File: src/rtl/serial_bus_pkg.sv
// Shared types and instruction codes for the serial bus slave path.
package serial_bus_pkg;

  typedef enum logic [2:0] {
    IDLE    = 3'd0,
    ADDR    = 3'd1,
    WDATA   = 3'd2,
    WCOMMIT = 3'd3,
    RREQ    = 3'd4,
    DONE    = 3'd5
  } slave_in_state_t;

  localparam logic [2:0] S_READ    = 3'd1;
  localparam logic [2:0] S_WRITE   = 3'd2;
  localparam logic [2:0] S_B_READ  = 3'd3;
  localparam logic [2:0] S_B_WRITE = 3'd4;

  function automatic logic is_read_code(input logic [2:0] code);
    return (code == S_READ) || (code == S_B_READ);
  endfunction

  function automatic logic is_write_code(input logic [2:0] code);
    return (code == S_WRITE) || (code == S_B_WRITE);
  endfunction

endpackage

File: src/rtl/serial_deser.sv
// LSB-first serial-to-parallel collector; 'data' already includes the bit shifted this cycle.
// Counter wraps to 0 after the last bit, so back-to-back words need no explicit clear.
module serial_deser #(
  parameter int WIDTH = 8
) (
  input  logic             clk,
  input  logic             rst,
  input  logic             en,
  input  logic             bit_in,
  input  logic             clr,
  output logic [WIDTH-1:0] data,
  output logic             last
);

  localparam int CNT_W = (WIDTH > 1) ? $clog2(WIDTH) : 1;

  logic [CNT_W-1:0] cnt;
  logic [WIDTH-1:0] data_q;

  assign last = (cnt == CNT_W'(WIDTH - 1));

  always_comb begin
    data = data_q;
    if (en) data[cnt] = bit_in;
  end

  always_ff @(posedge clk) begin
    if (rst || clr) begin
      cnt    <= '0;
      data_q <= '0;
    end else if (en) begin
      data_q <= data;
      cnt    <= last ? '0 : cnt + CNT_W'(1);
    end
  end

endmodule

File: src/rtl/slave_in_port.sv
// Slave receive port: deserializes address/write data, issues valid/ack requests to the core.
// Write request one cycle after the last data bit; s_ready is registered and drops during commit/read/done.
module slave_in_port
  import serial_bus_pkg::*;
#(
  parameter int SLAVE_ADDR_SIZE = 12,
  parameter int WORD_SIZE       = 8,
  parameter int BURST_W         = 4
) (
  input  logic                       clk,
  input  logic                       rst,
  input  logic                       sel,
  input  logic                       addr_bus,
  input  logic                       addr_valid,
  input  logic                       w_data_bus,
  input  logic                       m_valid,
  input  logic                       read_en,
  input  logic                       write_en,
  input  logic [BURST_W-1:0]         burst_size,
  output logic                       s_ready,
  output logic                       wr_valid,
  output logic [SLAVE_ADDR_SIZE-1:0] wr_addr,
  output logic [WORD_SIZE-1:0]       wr_data,
  input  logic                       wr_ack,
  output logic                       rd_valid,
  output logic [SLAVE_ADDR_SIZE-1:0] rd_addr,
  input  logic                       rd_ack,
  output logic                       rx_done,
  output logic                       rx_abort
);

  slave_in_state_t state_q, state_nxt;

  logic                       ready_q;
  logic                       abort_nxt, abort_q;
  logic [SLAVE_ADDR_SIZE-1:0] addr_q;
  logic [WORD_SIZE-1:0]       wdata_q;
  logic [BURST_W-1:0]         burst_q, word_cnt;

  logic                       addr_en, addr_last, addr_done;
  logic                       data_en, data_last, data_done;
  logic [SLAVE_ADDR_SIZE-1:0] addr_word;
  logic [WORD_SIZE-1:0]       data_word;
  logic                       last_word, step, clr_cnt, in_xfer;

  assign s_ready   = ready_q;
  assign addr_en   = ready_q && sel && addr_valid && (state_q == IDLE || state_q == ADDR);
  assign addr_done = addr_en && addr_last;
  assign data_en   = ready_q && sel && m_valid && (state_q == WDATA);
  assign data_done = data_en && data_last;
  assign last_word = (word_cnt == burst_q - BURST_W'(1));
  assign in_xfer   = (state_q == ADDR) || (state_q == WDATA) ||
                     (state_q == WCOMMIT) || (state_q == RREQ);
  assign step      = sel && !last_word &&
                     ((state_q == WCOMMIT && wr_ack) || (state_q == RREQ && rd_ack));
  assign clr_cnt   = (state_nxt == IDLE);

  serial_deser #(.WIDTH(SLAVE_ADDR_SIZE)) u_addr_deser (
    .clk    (clk),
    .rst    (rst),
    .en     (addr_en),
    .bit_in (addr_bus),
    .clr    (clr_cnt),
    .data   (addr_word),
    .last   (addr_last)
  );

  serial_deser #(.WIDTH(WORD_SIZE)) u_data_deser (
    .clk    (clk),
    .rst    (rst),
    .en     (data_en),
    .bit_in (w_data_bus),
    .clr    (clr_cnt),
    .data   (data_word),
    .last   (data_last)
  );

  always_comb begin
    state_nxt = state_q;
    abort_nxt = 1'b0;
    case (state_q)
      IDLE:    if (sel && ready_q) state_nxt = ADDR;
      ADDR:    ;
      WDATA:   if (data_done) state_nxt = WCOMMIT;
      WCOMMIT: if (wr_ack) state_nxt = last_word ? DONE : WDATA;
      RREQ:    if (rd_ack) state_nxt = last_word ? DONE : RREQ;
      DONE:    state_nxt = IDLE;
      default: state_nxt = IDLE;
    endcase
    // Address decode also covers bit 0 landing in IDLE (single-bit address widths).
    if (addr_done) begin
      if (write_en && !read_en)      state_nxt = WDATA;
      else if (read_en && !write_en) state_nxt = RREQ;
      else begin
        state_nxt = IDLE;
        abort_nxt = 1'b1;
      end
    end
    // Losing select wins over everything, including an ack in the same cycle.
    if (!sel && in_xfer) begin
      state_nxt = IDLE;
      abort_nxt = 1'b1;
    end
  end

  always_ff @(posedge clk) begin
    if (rst) begin
      state_q  <= IDLE;
      ready_q  <= 1'b0;
      abort_q  <= 1'b0;
      addr_q   <= '0;
      wdata_q  <= '0;
      burst_q  <= '0;
      word_cnt <= '0;
    end else begin
      state_q <= state_nxt;
      ready_q <= (state_nxt == IDLE) || (state_nxt == ADDR) || (state_nxt == WDATA);
      abort_q <= abort_nxt;
      if (addr_done) begin
        addr_q  <= addr_word;
        burst_q <= (burst_size == '0) ? BURST_W'(1) : burst_size;
      end
      if (data_done) wdata_q <= data_word;
      if (clr_cnt || addr_done) begin
        word_cnt <= '0;
      end else if (step) begin
        word_cnt <= word_cnt + BURST_W'(1);
        addr_q   <= addr_q + SLAVE_ADDR_SIZE'(1);
      end
    end
  end

  assign wr_valid = (state_q == WCOMMIT) && sel;
  assign rd_valid = (state_q == RREQ) && sel;
  assign wr_addr  = addr_q;
  assign rd_addr  = addr_q;
  assign wr_data  = wdata_q;
  assign rx_done  = (state_q == DONE);
  assign rx_abort = abort_q;

endmodule

File: config.mk
export PLATFORM = sky130hd
export DESIGN_NAME = slave_in_port
export DESIGN_NICKNAME = d
export VERILOG_FILES = /design/src/rtl/serial_bus_pkg.sv /design/src/rtl/serial_deser.sv /design/src/rtl/slave_in_port.sv
export SDC_FILE = /design/constraint.sdc
export NUM_CORES = 1
export LEC_CHECK = 0
export CORE_AREA = 2 2 91 93
export DETAILED_ROUTE_END_ITERATION = 7
export DIE_AREA = 0 0 93 95
export HOLD_SLACK_MARGIN = 0.08
export PLACE_DENSITY = 0.62
export RECOVER_POWER = 25
export SYNTH_ARGS = -nofsm -noshare
export SYNTH_HDL_FRONTEND = slang
export SYNTH_SLANG_ARGS = --single-unit
File: constraint.sdc
create_clock -name clk -period 2.2 [get_ports clk]
set_clock_uncertainty 0.1 [all_clocks]
set_input_delay 0.44 -clock clk [delete_from_list [all_inputs] [get_ports clk]]
set_output_delay 0.44 -clock clk [all_outputs]
set_load 0.01 [all_outputs]
### Word-level counts from Yosys, hierarchy flattened

Cells that the tools add are included.

| operators by class | value |
|---|---|
| muxes and demuxes | 29 |
| equal/unequal tests | 10 |
| reductions and logical operators | 35 |
| add/sub/neg operators | 5 |
| magnitude comparators | 4 |

Operator list:

| kind | number |
|---|---|
| two-way mux 12 bit | 4 |
| two-way mux 3 bit | 10 |
| logical AND 1 bit | 18 |
| case mux 3 bit (5 select lines) | 1 |
| adder 12 x 1 -> 12 bit, second input constant | 1 |
| bitwise mux 12 bit | 1 |
| equality test 3 x 2 -> 1 bit, second input constant | 3 |
| equality test 3 bit, second input constant | 3 |
| logical OR 1 bit | 9 |
| adder 4 x 1 -> 4 bit, second input constant | 2 |
| bitwise mux 8 bit | 1 |
| two-way mux 4 bit | 2 |
| two-way mux 8 bit | 1 |
| two-way mux 1 bit | 7 |
| equality test 3 x 1 -> 1 bit, second input constant | 2 |
| logical NOT 3 bit | 2 |
| < comparator 4 x 5 -> 1 bit, second input constant | 1 |
| demux 1 bit (select 4 bit) | 1 |
| equality test 4 bit | 1 |
| equality test 4 bit, second input constant | 1 |
| >= comparator 4 x 1 -> 1 bit, second input constant | 1 |
| logical NOT 1 bit | 4 |
| logical NOT 4 bit | 1 |
| < comparator 3 x 4 -> 1 bit, second input constant | 1 |
| other kinds (5) | 5 |

| word-level totals | value |
|---|---|
| flip-flop bits (word level) | 60 |
| output and inout port bits | 37 |
| word-level logic and storage cells | 94 |
| bits of input ports | 15 |

### Longest topological paths before layout

Gate-level depths: netlist (run 1).

| depth | value |
|---|---|
| depth in word-level cells | 11 |
| gate-level depth with buffers | 10 |
| depth with buffers taken out | 9 |

### Cells and area by module

A second synthesis (run 1) with hierarchy kept.

| second synthesis, totals | value |
|---|---|
| cells, all modules | 388 |
| area total of the unflattened synthesis | 3599.7 µm² |

By module, submodules not included:

| module | cells each | times used | sequential area each (µm²) | area each (µm²) |
|---|---|---|---|---|
| slave_in_port | 247 | 1 | 660.6 | 1985.7 |
| serial_deser (u_addr_deser) | 83 | 1 | 320.3 | 938.4 |
| serial_deser (u_data_deser) | 58 | 1 | 220.2 | 675.6 |

### Worst setup path after synthesis (run 1)

No wires, ideal clock.

| path | value |
|---|---|
| kind | register to register |
| start | register burst_q[0] |
| end | register u_addr_deser.data_q[4] |
| stages on the path, launching flop included | 11 |
| required time | 1.981 ns |
| clock period less this slack | 2.104 ns |
| arrival | 1.884 ns |
| path buffers | 1 |
| library setup time | 0.119 ns |
| path slack | 0.096 ns |
| cell sequence | dfxtp_1 > inv_1 > ha_1 > xor2_1 > nand3_2 > nor2_2 > a221oi_2 > a211oi_2 > nor2_4 > buf_4 > nor2_1 |

| between the ends | value |
|---|---|
| word-level cells in the longest chain between the ends | 9 |
| elaborated cells on any way between the ends | 11 |
| those cells by class | add/sub (1); eq/ne (1); mux (7); reduce/logical (2) |

Ends and longest elaborated chain:

| element | RTL line | RTL |
|---|---|---|
| start: declaration | slave_in_port.sv:38 | `logic [BURST_W-1:0] burst_q, word_cnt;` |
| start signal: assignment | slave_in_port.sv:121 | `burst_q <= (burst_size == '0) ? BURST_W'(1) : burst_size;` |
| subtractor 4 x 1 -> 4 bit (*) | slave_in_port.sv:51 | `assign last_word = (word_cnt == burst_q - BURST_W'(1));` |
| equality test 4 bit (*) | slave_in_port.sv:51 |  |
| two-way mux 1 bit or two-way mux 3 bit (tied branches) | slave_in_port.sv:86, slave_in_port.sv:85 |  |
| two-way mux 3 bit (on tied branches) | slave_in_port.sv:86, slave_in_port.sv:85 |  |
| case mux 3 bit (5 select lines) (*) | slave_in_port.sv:81 | `case (state_q)` |
| two-way mux 3 bit (*) | slave_in_port.sv:91 | `if (addr_done) begin` |
| two-way mux 3 bit (*) | slave_in_port.sv:100 | `if (!sel && in_xfer) begin` |
| logical NOT 3 bit (*) | slave_in_port.sv:56 | `assign clr_cnt = (state_nxt == IDLE);` |
| logical OR 1 bit (*) | serial_deser.sv:28 | `if (rst \|\| clr) begin` |
| end signal: assignment | serial_deser.sv:32 | `data_q <= data;` |
| end: declaration | serial_deser.sv:18 | `logic [WIDTH-1:0] data_q;` |

Every way passes the cells marked *; elsewhere a longest branch is shown, timed or not.
A chain may end at the register's enable or synchronous reset.

### Worst setup path after layout (run 1)

| path | value |
|---|---|
| start | register burst_q[0] |
| end | register u_data_deser.data_q[4] |

| between the ends | value |
|---|---|
| word-level cells in the longest chain between the ends | 9 |
| elaborated cells on any way between the ends | 11 |
| those cells by class | add/sub (1); eq/ne (1); mux (7); reduce/logical (2) |

Ends and longest elaborated chain:

| element | RTL line |
|---|---|
| subtractor 4 x 1 -> 4 bit (*) | slave_in_port.sv:51 |
| equality test 4 bit (*) | slave_in_port.sv:51 |
| two-way mux 1 bit or two-way mux 3 bit (tied branches) | slave_in_port.sv:86, slave_in_port.sv:85 |
| two-way mux 3 bit (on tied branches) | slave_in_port.sv:86, slave_in_port.sv:85 |
| case mux 3 bit (5 select lines) (*) | slave_in_port.sv:81 |
| two-way mux 3 bit (*) | slave_in_port.sv:91 |
| two-way mux 3 bit (*) | slave_in_port.sv:100 |
| logical NOT 3 bit (*) | slave_in_port.sv:56 |
| logical OR 1 bit (*) | serial_deser.sv:28 |
| end signal: assignment | serial_deser.sv:32 |
| end: declaration | serial_deser.sv:18 |

Marked as above.

==> results.md, run 1 <==
* Vias in the first global route at 2,738
* Worst Reg2Reg Path Length in Cells at 10
* Vias per inst at 5.08
* Total power at 2100 uW
* Sequential cell area at 0.00118 mm^2
* Final hold slack at 356 ps
* RSZ-0062 raised after global routing: true
* DRC at 0
* Ant diodes at 0
* Crit-path max FO at 18
* Nets at 461
* Syn Inst Count at 351
* FFs w/ async S/R, synth at 0%
* Most used DFF post-synth: dfxtp_1
* DRT Wirelength at 7620 um
* Min-Delay Path Depth at 2
* Port bufs at 51
* Most common cell in the netlist: dfxtp_1
* Initial Util at 38.7%
* Row count at 33
* Final GP Congestion at 0.862
* Clock root cell: clkbuf_8
* Worst EP required at 2310 ps
* Total number of vias at 2,768
* Hold WC Path Type: reg -> reg
* Initial antenna violation count at 0
* Max-slew violation count at 0
* Warnings, synthesis at 0
* Yosys top cell area share at 38.5%
* Htree depth at 3
* GR Util All Layers at 18.7%
* Post-synth top cells: dfxtp_1 (59), nor2_1 (43), nand2_1 (32), a21oi_1 (19), nor3_1 (17)
* Chip height at 95 um
* Fin crit period at 2140 ps
* Worst-margin pin slew at 382 ps
* Max-Cap Viols at 0
* Synth area leader: dfxtp_1
* DRT Pass-1 Iters at 4
* Syn-to-layout area delta at 38.9%
* Grt ovf at 0
* Netlist cell types at 57
* First-pass GRT wire length at 13,000 um
* Filler Cells Inserted at 771
* Worst-case clock buffer depth at 2
* CP Class: reg -> reg
* Core area at 0.00793 mm^2
* Seq/Total Area, Yosys at 38.5%
* Tcrit/Tclk final at 97.5%
* CP Capture Type: register
* CTS Hold Buffers Added at 0
* Setup Viol. Count Final at 0
* CTS tree: yes
* Die area at 0.00884 mm^2
* Crit path DAT at 2260 ps
* IO Pins at 52
* P_leak at 0.00172 uW
* Final Hold Viols at 0
* Share of cells above drive strength 1 at 24.3%
* Multi-input gate area at 0.00181 mm^2
* Yosys reg bits at 59
* Top post-synthesis cells by area: dfxtp_1 (39%), nor2_1 (5.3%), mux2i_1 (5.2%), ha_1 (4.5%), nand2_1 (3.9%)
* Worst vdd ir at 0.000255 V
* Antenna viol nets, final at 0
* Placed instance area at 0.00390 mm^2
* Cell Area, Synth at 0.00307 mm^2
* Pwr dens at 492 mW/mm^2
* Die width at 93 um
* Routed wire per std cell at 14.0 um
* Mean post-synth cell area at 8.73 um^2
* Final Cell Area at 0.00426 mm^2
* Largest net degree at the start of global routing at 19
* Drt initial violations at 117
* Worst-skew pair later-pin latency at 330 ps
* CTS Buf Count at 9
* Syn nets at 377
* CTS sink cnt at 59
* EDFF count, synth at 0
* Type of origin of the critical path: register
* Worst slew margin at 74.6%
* Status: finished clean
* Clock Pin Slew Worst Setup and Hold Paths at 70 ps
* Dpl hpwl at 5420 um
* Fmax at 0.466 GHz
-- cells in the final DEF (no fill, tap or decap), drive strengths merged, types with 13 or more instances in the layout --
| cell type | n |
|---|---|
| clkbuf | 13 |
| buf | 50 |
| nand3 | 13 |
| o21ai | 13 |
| mux2i | 16 |
| clkdlybuf4s50 | 36 |
| nand2 | 32 |
| nor2 | 47 |
| a21oi | 20 |
| dfxtp | 59 |
| nor3 | 17 |
-- area by class of cell --
type / count / area share [%]
Multi-Input combinational cell: 254 / 42.6
Clock inverter: 5 / 0.646
Clock buffer: 11 / 3.55
Inverter: 8 / 0.705
Timing Repair Buffer: 103 / 21.6
Sequential cell: 59 / 27.8
Tap cell: 105 / 3.08
-- report_power, final --
part | total (uW) | switching, uW | leakage [uW] | internal, uW
clock network | 886 | 424 | 0.0000949 | 462
logic | 133 | 67.0 | 0.00115 | 66.1
registers | 1080 | 5.56 | 0.000477 | 1070
total | 2100 | 496 | 0.00172 | 1600
-- worst max-delay path, cell delays in order, from the launching register on --
cell and delay [ps]:
dfxtp_2 340, inv_2 50, ha_4 260, xor2_2 170, nand3_4 130, buf_6 140, a221oi_4 290, a211oi_2 140
nor2_4 170, buf_12 170, nor2_1 50
-- cell families (layout without fill, tap and decap cells) --
family	Yosys count	in the layout	synth area share (%)
flip-flops	59	59	38.5
AO/OA/AOI/OAI	63	63	14.0
AND/OR/NAND/NOR	152	152	27.0
buffers and inverters	38	127	6.61
XOR/XNOR	9	9	3.02
adder cells (fa/ha/maj)	11	11	4.49
multiplexers	19	19	6.33
-- through the flow --
stage / util, % / cells / setup TNS [ps] / setup slack (ps)
2_1_floorplan: - / 351 / 0 / 96.4
3_3_place_gp: 49.2 / 524 / -12820 / -365
3_5_place_dp: 49.2 / 524 / -14090 / -400
4_1_cts: 52.8 / 544 / -108 / -15.1
5_1_grt: 53.7 / 545 / -904 / -53.5
6_report: 53.7 / 545 / 0 / 55.5
-- repair_timing --
item	in CTS	in global routing
pin swaps	9	8
endpoints found under the setup margin	14	42
gates cloned	1	0
resized for setup	21	15
buffers inserted	3	1
-- flip-flops by register name, summed over array words and instances, names as in the netlist, 3 cells and up --
register,cells
burst_q,4
rd_addr,12
state_q,3
u_addr_deser.cnt,4
u_addr_deser.data_q,11
u_data_deser.cnt,3
u_data_deser.data_q,8
word_cnt,4
wr_data,8
-- path summary, 6_finish.rpt --
check | endpoint | slack [ps] | startpoint
worst max-delay path | u_data_deser.data_q[4] | 60 | burst_q[0]
worst max register to register | u_data_deser.data_q[4] | 60 | burst_q[0]
worst min-delay path | u_addr_deser.data_q[7] | 360 | u_addr_deser.data_q[7]
worst min register to register | u_addr_deser.data_q[7] | 360 | u_addr_deser.data_q[7]
-- layer usage --
metal / global-route usage (%) / share of wire [%]
met1: 25.0 / 48
met3: 4.79 / 3.5
met4: 7.60 / 1.8
met2: 28.7 / 47
met5: 0 / 0
Note: power is estimated with default switching activity, not from simulation.
==> inputs of run 2 (changes only) <==
--- a/config.mk
+++ b/config.mk
@@ -11,6 +11,7 @@
 export HOLD_SLACK_MARGIN = 0.08
 export PLACE_DENSITY = 0.62
 export RECOVER_POWER = 25
+export SLEW_MARGIN = 0
 export SYNTH_ARGS = -nofsm -noshare
 export SYNTH_HDL_FRONTEND = slang
 export SYNTH_SLANG_ARGS = --single-unit
==> constraint.sdc (replaced) <==
create_clock -name clk -period 2.2 [get_ports clk]
set_clock_uncertainty 0.1 [all_clocks]
set_input_delay 0.44 -clock clk [delete_from_list [all_inputs] [get_ports clk]]
set_output_delay 0.44 -clock clk [all_outputs]
set_load 0.1 [all_outputs]
==> run 2 against run 1 <==
  * The run now ends with setup timing left
  * Cell area grew 3.3%
  * Count of clock-buffer cells in the layout did not move
  * Sequential share of layout area down 0.68 points
  * Flip-flop and latch count unchanged
  * Cell count up 2.2%
  * Core utilization grew 1.8 points
  * Global-route usage down 0.063 points
  * Hold slack gained 8.8 ps
  * Total power up 12%
  * Wire length is 3.6% higher
  * Critical path type is now in -> reg
  * Largest power group is now clock
  * Highest routed layer unchanged
==> results.md, run 2 (same netlist as run 1, synthesis figures left out) <==
* Chip height at 95 um
* Largest net degree at the start of global routing at 20
* Core area at 0.00793 mm^2
* Net Sw Frac at 21.9%
* Status: finished with violations
* Register share of total power at 46.0%
* Final Hold Viols at 0
* Fin crit period at 2210 ps
* Crit path DAT at 2350 ps
* Pwr dens at 532 mW/mm^2
* Leading cell type in the layout, fill and taps excluded: buf_4
* Ant diodes at 0
* Crit path top cell by count: buf_4
* Min-Delay Path Depth at 2
* Hold WC Path Type: reg -> reg
* Reg2reg setup slack at 30 ps
* Row count at 33
* Htree depth at 3
* Worst vdd ir at 0.000281 V
* Hold path startpoint: u_addr_deser.data_q[7]
* Worst EP required at 2330 ps
* Total power at 2340 uW
* Combinational power share at 6.1%
* Clock Pin Slew Worst Setup and Hold Paths at 70 ps
* Setup Viol. Count Final at 1
* Clock root cell: clkbuf_8
* Nets at 473
* Final Cell Area at 0.00440 mm^2
* Total number of vias at 2,822
* Worst-margin pin slew at 546 ps
* Drt initial violations at 82
* Vias in the first global route at 2,677
* Die area at 0.00884 mm^2
* DRC at 0
* Delay of the slowest critical-path stage at 460 ps
* Grt ovf at 0
* IO Pins at 52
* CP cell instances: clkdlybuf4s50_1 -> nor4bb_2 -> buf_4 -> o221ai_4 -> buf_4 -> or3_1 -> a31oi_1 -> nor2_1
* CTS sink cnt at 59
* DRT Pass-1 Iters at 4
* CP Class: in -> reg
* CTS Hold Buffers Added at 0
* CP Capture Type: register
* P_leak at 0.00183 uW
* Commonest cells after routing, fill and taps aside: buf_4 (73), dfxtp_1 (51), nor2_1 (42)
* Antenna viol nets, final at 0
* Clock share of power at 48.0%
* Crit-path max FO at 7
* Worst Hold End: u_addr_deser.data_q[7]
* Fmax at 0.452 GHz
* Post-layout worst setup margin at -12.8 ps
* Worst Reg2Reg Path Length in Cells at 11
* RSZ-0062 raised after global routing: true
* GR Util All Layers at 18.6%
* Worst-case clock buffer depth at 2
* Initial Util at 38.7%
* Internal power at 1830 uW
* Tcrit/Tclk final at 101%
* Worst slew margin at 63.8%
* Placed instance area at 0.00388 mm^2
* Critical path's slowest cell: clkdlybuf4s50_1
* Max FFs per register at 12
* CTS tree: yes
* Syn-to-layout area delta at 43.5%
* Max-slew violation count at 0
* RR Startpoint: burst_q[0]
* Port bufs at 51
* Initial antenna violation count at 0
* Final GP Congestion at 0.837
* Dpl hpwl at 5430 um
* Routed wire per std cell at 14.2 um
* Violated checks: setup timing
* Sw Pwr at 513 uW
* CTS Buf Count at 9
* Vias per inst at 5.07
* R2R Path End: u_addr_deser.data_q[7]
* Share of cells above drive strength 1 at 37.4%
* First-pass GRT wire length at 12,900 um
* Type of origin of the critical path: input pin
* Die width at 93 um
* Max-Cap Viols at 0
* Worst-skew pair later-pin latency at 340 ps
* DRT Wirelength at 7890 um
==> run 2: cell count changes in the layout (fill, tap and decap cells not counted), sizes merged, moves of 2 or more <==
cell	before	now
buf	50	87
clkdlybuf4s50	36	13
clkbuf	13	25
dlygate4sd3	12	0
bufinv	0	2
dlygate4sd2	3	1
==> run 2: power groups by stage <==
stage / Clock (uW) / Combinational [uW] / Sequential [uW]
CTS: 1150 / 142 / 1070
global placement: 0 / 135 / 1100
detailed placement: 0 / 136 / 1100
global route: 1200 / 153 / 1080
finish: 1120 / 142 / 1080
floorplan: 0 / 56.5 / 1110
==> run 2: how the worst max path moves through the flow <==
stage | start | to | slack (ps) | cells after the start
3_5_place_dp | sel | rd_addr[5] | -410 | 8
2_1_floorplan | rd_addr[5] | rd_addr[9] | 50 | 5
6_report | rd_ack | rd_addr[9] | -10 | 8
5_1_grt | rd_ack | rd_addr[9] | -120 | 9
4_1_cts | burst_q[0] | u_addr_deser.data_q[7] | -6 | 11
3_3_place_gp | sel | rd_addr[5] | -380 | 8
==> run 2: cell type report <==
| type | count | area, um^2 |
|---|---|---|
| Fill cell | 741 | 3530 |
| Multi-Input combinational cell | 254 | 1850 |
| Sequential cell | 59 | 1190 |
| Timing Repair Buffer | 115 | 970 |
| Clock buffer | 11 | 151 |
| Tap cell | 105 | 131 |
| Clock inverter | 5 | 75.1 |
| Inverter | 8 | 30.0 |
==> run 2: worst max-delay path: cells and delay by family <==
family          cells  cell delay (ps)
buf+inv             3              840
simple gates        3              710
compound gates      2              350
==> run 2: what timing repair did <==
action,in CTS,in global routing
pin swaps,10,13
resized for setup,25,19
setup buffers,13,5
gates cloned,1,0
setup endpoints to repair,40,42
==> run 2: stage by stage <==
stage / TNS [ps] / util [%] / std cells / hold WS [ps] / setup WS, ps
after detailed placement: -13200 / 48.9 / 524 / 355 / -406
after global placement: -12940 / 48.9 / 524 / 354 / -376
after CTS: -41.6 / 54.5 / 553 / 368 / -5.90
after floorplan: 0 / - / 351 / 332 / 47.8
final: -12.8 / 55.5 / 557 / 365 / -12.8
after global routing: -2430 / 55.5 / 557 / 383 / -124
==> run 2: layer usage <==
metal / vias up / track usage [%] / routed length, um
li1: 1432 / - / -
met3: 6 / 4.55 / 313
met2: 56 / 29.6 / 3740
met4: 0 / 6.50 / 59
met5: - / 0 / 0
met1: 1328 / 24.8 / 3780
==> RTL change 1: new RTL, config.mk and constraints of run 1 <==
Set the parameter `BURST_W` to 3 (it was 4).
--- a/src/rtl/slave_in_port.sv
+++ b/src/rtl/slave_in_port.sv
@@ -5,7 +5,7 @@
 #(
   parameter int SLAVE_ADDR_SIZE = 12,
   parameter int WORD_SIZE       = 8,
-  parameter int BURST_W         = 4
+  parameter int BURST_W         = 3
 ) (
   input  logic                       clk,
   input  logic                       rst,
Ports: changed (resized burst_size); port bits go from 52 to 51. The function was not compared with the original's and may differ.
==> RTL change 1 against run 1 <==
  * Synthesized cell count is 0.85% lower
  * Area after synthesis is 2.4% lower
  * Power increased by 9.1%
  * Critical path depth decreased by 2
  * Fmax decreased by 0.10%
  * Cell count is 1.3% lower
  * Die area is the same
  * Clock power is 28% higher
  * Sequential power fell by 4%
  * Worst setup slack lost 0.0022 ns
  * Sequential cell count is 2 lower
  * Final area down 3.6%
  * Routed wire length down 2.9%
  * Largest power group is now clock
==> RTL change 1: results (changes against run 1) <==
Iter 0 DRT Violations 187 (+60%); nets 453 (-1.7%); initial antenna violation count 0 (unchanged); met1 usage 23.7% (-1.3 points); Worst R2R Path Depth 7 (-3); Port Buffers 50 (-2.0%); Crit Path Max Fanout 24 (+6); number of global-route vias before repair 2602 (-5.0%); drt via density 5.07 (-0.24%); fillers 773 (+0.26%); largest net degree at the start of global routing 25 (+6); Pleak 1.65 nW (-4.2%); outcome finished, final reports clean; Worst setup startpoint rd_ack; Synth cell types 56 (-1.8%); gpl congestion 0.795 (-7.8%); Total Routing Usage GR 17.5% (-1.2 points); P_int 1.79 mW (+12%); vias 2726 (-1.5%); routing usage on met3 4.63% (-0.16 points); met2 Usage GRT 26.8% (-2.0 points); largest cells by area after synthesis dfxtp_1 (38%), mux2i_1 (6.4%), nor2_1 (6.3%), ha_1 (4.6%), a21oi_1 (3.3%); Largest delay share family, worst path buffers and inverters; dpl cell area 3820 sq um (-2.0%); hold path start burst_q[1]$_SDFFE_PP0P_; post-detail-place hpwl 5410 um (-0.17%); Post-synth top cells dfxtp_1 (57), nor2_1 (50), nand2_1 (22); max incr delay on CP 0.45 ns (+0.11 ns); CP endpoint u_addr_deser.cnt[1]$_SDFFE_PP0P_; hold_ws 0.360 ns (+0.00333 ns); layout cells sized above 1 18.5% (-5.8 points); CP arrival 2.32 ns (+0.06 ns); DR WL/cell 13.8 um (-1.6%); post-synthesis instance total 348 (-0.85%); Setup WS post-layout 0.0533 ns (-0.00225 ns); VDD IR max 0.430 mV (+69%); terminus of the critical flop-to-flop path rd_addr[9]$_SDFF_PP0_
## RTL change 1: changes by cell type in the layout (fill, tap and decap cells not counted), sizes merged, moves of 4 or more
cell                  run 1  this run
clkdlybuf4s50            36        30
dlygate4sd3              12        17
nand2                    32        22
o21ai                    13         9
## RTL change 1: kinds of logic (layout without fill, tap and decap cells)
logic type      after synthesis  in the layout  share of synthesized area [%]
flops                        57             57                           38.1
fa+ha+maj                    11             11                           4.60
xor+xnor                      8              8                           2.80
buf+inv                      40            125                           6.94
mux                          20             20                           6.73
simple gates                147            147                           25.7
compound gates               65             65                           15.1
## RTL change 1: worst register-to-register path, cell delays in order, from the launching register on
cell and delay [ns]:
dfxtp_1 0.35, inv_1 0.06, ha_1 0.30, xor2_1 0.17
and3_4 0.21, or4_4 0.55, o22a_1 0.22, a21oi_2 0.12
## RTL change 1: power by group through the flow
stage | Sequential (mW) | Combinational, mW | Clock (mW)
3_3_place_gp | 1.06 | 0.117 | 0
3_5_place_dp | 1.06 | 0.118 | 0
4_1_cts | 1.04 | 0.120 | 1.15
6_report | 1.04 | 0.120 | 1.13
5_1_grt | 1.04 | 0.131 | 1.20
2_1_floorplan | 1.06 | 0.0556 | 0
## RTL change 1: metal layers
metal	vias up	routed length, um
met5	-	0
met4	0	150
met3	13	283
met2	57	3200
met1	1256	3770
li1	1400	-
## RTL change 1: cell type report
cell class	instances	area (sq um)	share of cell area (%)
multi-input combinational	251	1680	41.0
sequential	57	1140	27.8
clock buffer	11	151	3.69
timing repair buffer	100	888	21.6
inverter	9	33.8	0.823
tap	105	131	3.20
clock inverter	5	77.6	1.89
## RTL change 1: timing repair
action / CTS / global route
endpoints found under the setup margin: 18 / 17
buffers inserted: 0 / 2
hold buffers: 0 / 0
resized for setup: 8 / 3
pin swaps: 0 / 1
==> RTL change 2: new RTL, settings of run 1 <==
Without the edit above. Encoding of `slave_in_state_t`: now one-hot (6 bits for 6 states).
--- a/src/rtl/serial_bus_pkg.sv
+++ b/src/rtl/serial_bus_pkg.sv
@@ -1,13 +1,13 @@
 // Shared types and instruction codes for the serial bus slave path.
 package serial_bus_pkg;
 
-  typedef enum logic [2:0] {
-    IDLE    = 3'd0,
-    ADDR    = 3'd1,
-    WDATA   = 3'd2,
-    WCOMMIT = 3'd3,
-    RREQ    = 3'd4,
-    DONE    = 3'd5
+  typedef enum logic [5:0] {
+    IDLE    = 6'b000001,
+    ADDR    = 6'b000010,
+    WDATA   = 6'b000100,
+    WCOMMIT = 6'b001000,
+    RREQ    = 6'b010000,
+    DONE    = 6'b100000
   } slave_in_state_t;
 
   localparam logic [2:0] S_READ    = 3'd1;
Check against the original RTL: same outputs for any inputs over 10 cycles, from zero or initial values and one cycle with rst high; not proved beyond that.
==> RTL change 2 against run 1 <==
  * The flow now finishes with violations (setup timing)
  * Area after synthesis increased by 8.0%
  * Final area rose by 22%
  * Count of clock-buffer cells in the layout down 2
  * Worst setup slack got worse by 0.19 ns
  * Combinational power increased by 41%
  * Routed wire length grew 21%
  * Sequential cell count rose by 3
  * Power up 28%
  * Critical path type unchanged
  * Critical endpoint is now rd_addr[5]$_SDFF_PP0_
==> RTL change 2: results (changes against run 1) <==
clock network power share 51.0% (+8.7 points); met3 WL post-DR 307 um (+15%); met2 Usage GRT 36.0% (+7.2 points); setup_tns -3.76 ns (-3.76 ns); Hold Path Sink burst_q[1]$_SDFFE_PP0P_; Synth cell types 55 (-3.5%); outcome finished with violations; Setup WS post-layout -0.132 ns (-0.188 ns); count of final setup violators 47 (+47); max incr delay on CP 0.57 ns (+0.23 ns); Post-Syn Nets 416 (+10%); met1 usage 25.3% (+0.32 points); WL met2 4660 um (+30%); pwr/cell area 517 nW/um^2 (+5.1%); sequential share of the synthesized area 37.5% (-1.1 points); post-synthesis instance total 390 (+11%); drt total wl 9230 um (+21%); Crit Path Max Fanout 6 (-12); WL met1 4150 um (+14%); routing usage on met3 5.27% (+0.48 points); worst skew pair latency 0.35 ns (+0.02 ns); drt via density 5.21 (+2.7%); R2R Path Start state_q[0]$_SDFF_PP1_; fin cells 607 (+11%); nets 523 (+13%); Post-synth top cells dfxtp_1 (62), nor2_1 (48), nor3_1 (22); P_int 2.09 mW (+31%); Iter 0 DRT Violations 66 (-44%); P_seq 1.13 mW (+5%); largest cells by area after synthesis dfxtp_1 (37%), mux2i_1 (5.4%), nor2_1 (5.4%), ha_1 (4.2%), nor3_1 (3.3%); largest net degree at the start of global routing 18 (-1); worst slew pin tran 0.498 ns (+0.117 ns); CP required 2.38 ns (+0.07 ns); post-detail-place hpwl 6010 um (+11%); failing checks setup timing; Pleak 1.99 nW (+16%); reg2reg setup slack -0.13 ns (-0.19 ns); terminus of the critical flop-to-flop path rd_addr[5]$_SDFF_PP0_; layout cells sized above 1 34.9% (+11 points)
-- RTL change 2: changes by cell type after synthesis, sizes merged, moves of 4 or more --
cell / before / now
nand2: 32 / 20
inv: 8 / 15
nor3: 17 / 23
o32a: 1 / 7
and3: 6 / 11
buf: 18 / 22
clkbuf: 12 / 16
nor2b: 6 / 10
o21a: 4 / 0
-- RTL change 2: stage by stage --
step / setup slack [ns] / hold slack [ns]
after global placement: -0.359 / 0.364
after detailed placement: -0.419 / 0.364
after CTS: -0.139 / 0.375
after global routing: -0.216 / 0.410
final: -0.132 / 0.374
after floorplan: -0.112 / 0.349
-- RTL change 2: final cells by class --
type / instances / area, sq um
Clock buffer: 9 / 124
Inverter: 15 / 56.3
Clock inverter: 7 / 145
Multi-Input combinational cell: 275 / 2220
Fill cell: 653 / 2750
Tap cell: 105 / 131
Sequential cell: 62 / 1250
Timing Repair Buffer: 134 / 1260
-- RTL change 2: repair_timing --
action	4_1_cts	5_1_grt
endpoints found under the setup margin	57	57
hold buffers	0	0
pin swaps	16	30
cloned	1	1
resized for setup	46	57
buffers inserted	8	11
-- RTL change 2: logic make-up after synthesis --
| family | synth area share, % |
|---|---|
| adder cells (fa/ha/maj) | 4.16 |
| multiplexers | 6.46 |
| XOR/XNOR | 3.85 |
| AND/OR/NAND/NOR | 25.7 |
| flip-flops | 37.5 |
| buffers and inverters | 8.05 |
| AO/OA/AOI/OAI | 14.4 |
-- RTL change 2: worst reg2reg max path, delay by kind of cell, from the launching register on --
kind | cells | cell delay, ns
DFF | 1 | 0.33
and+or+nand+nor | 2 | 0.84
AOI/OAI and AO/OA | 3 | 0.62
buffers and inverters | 2 | 0.38
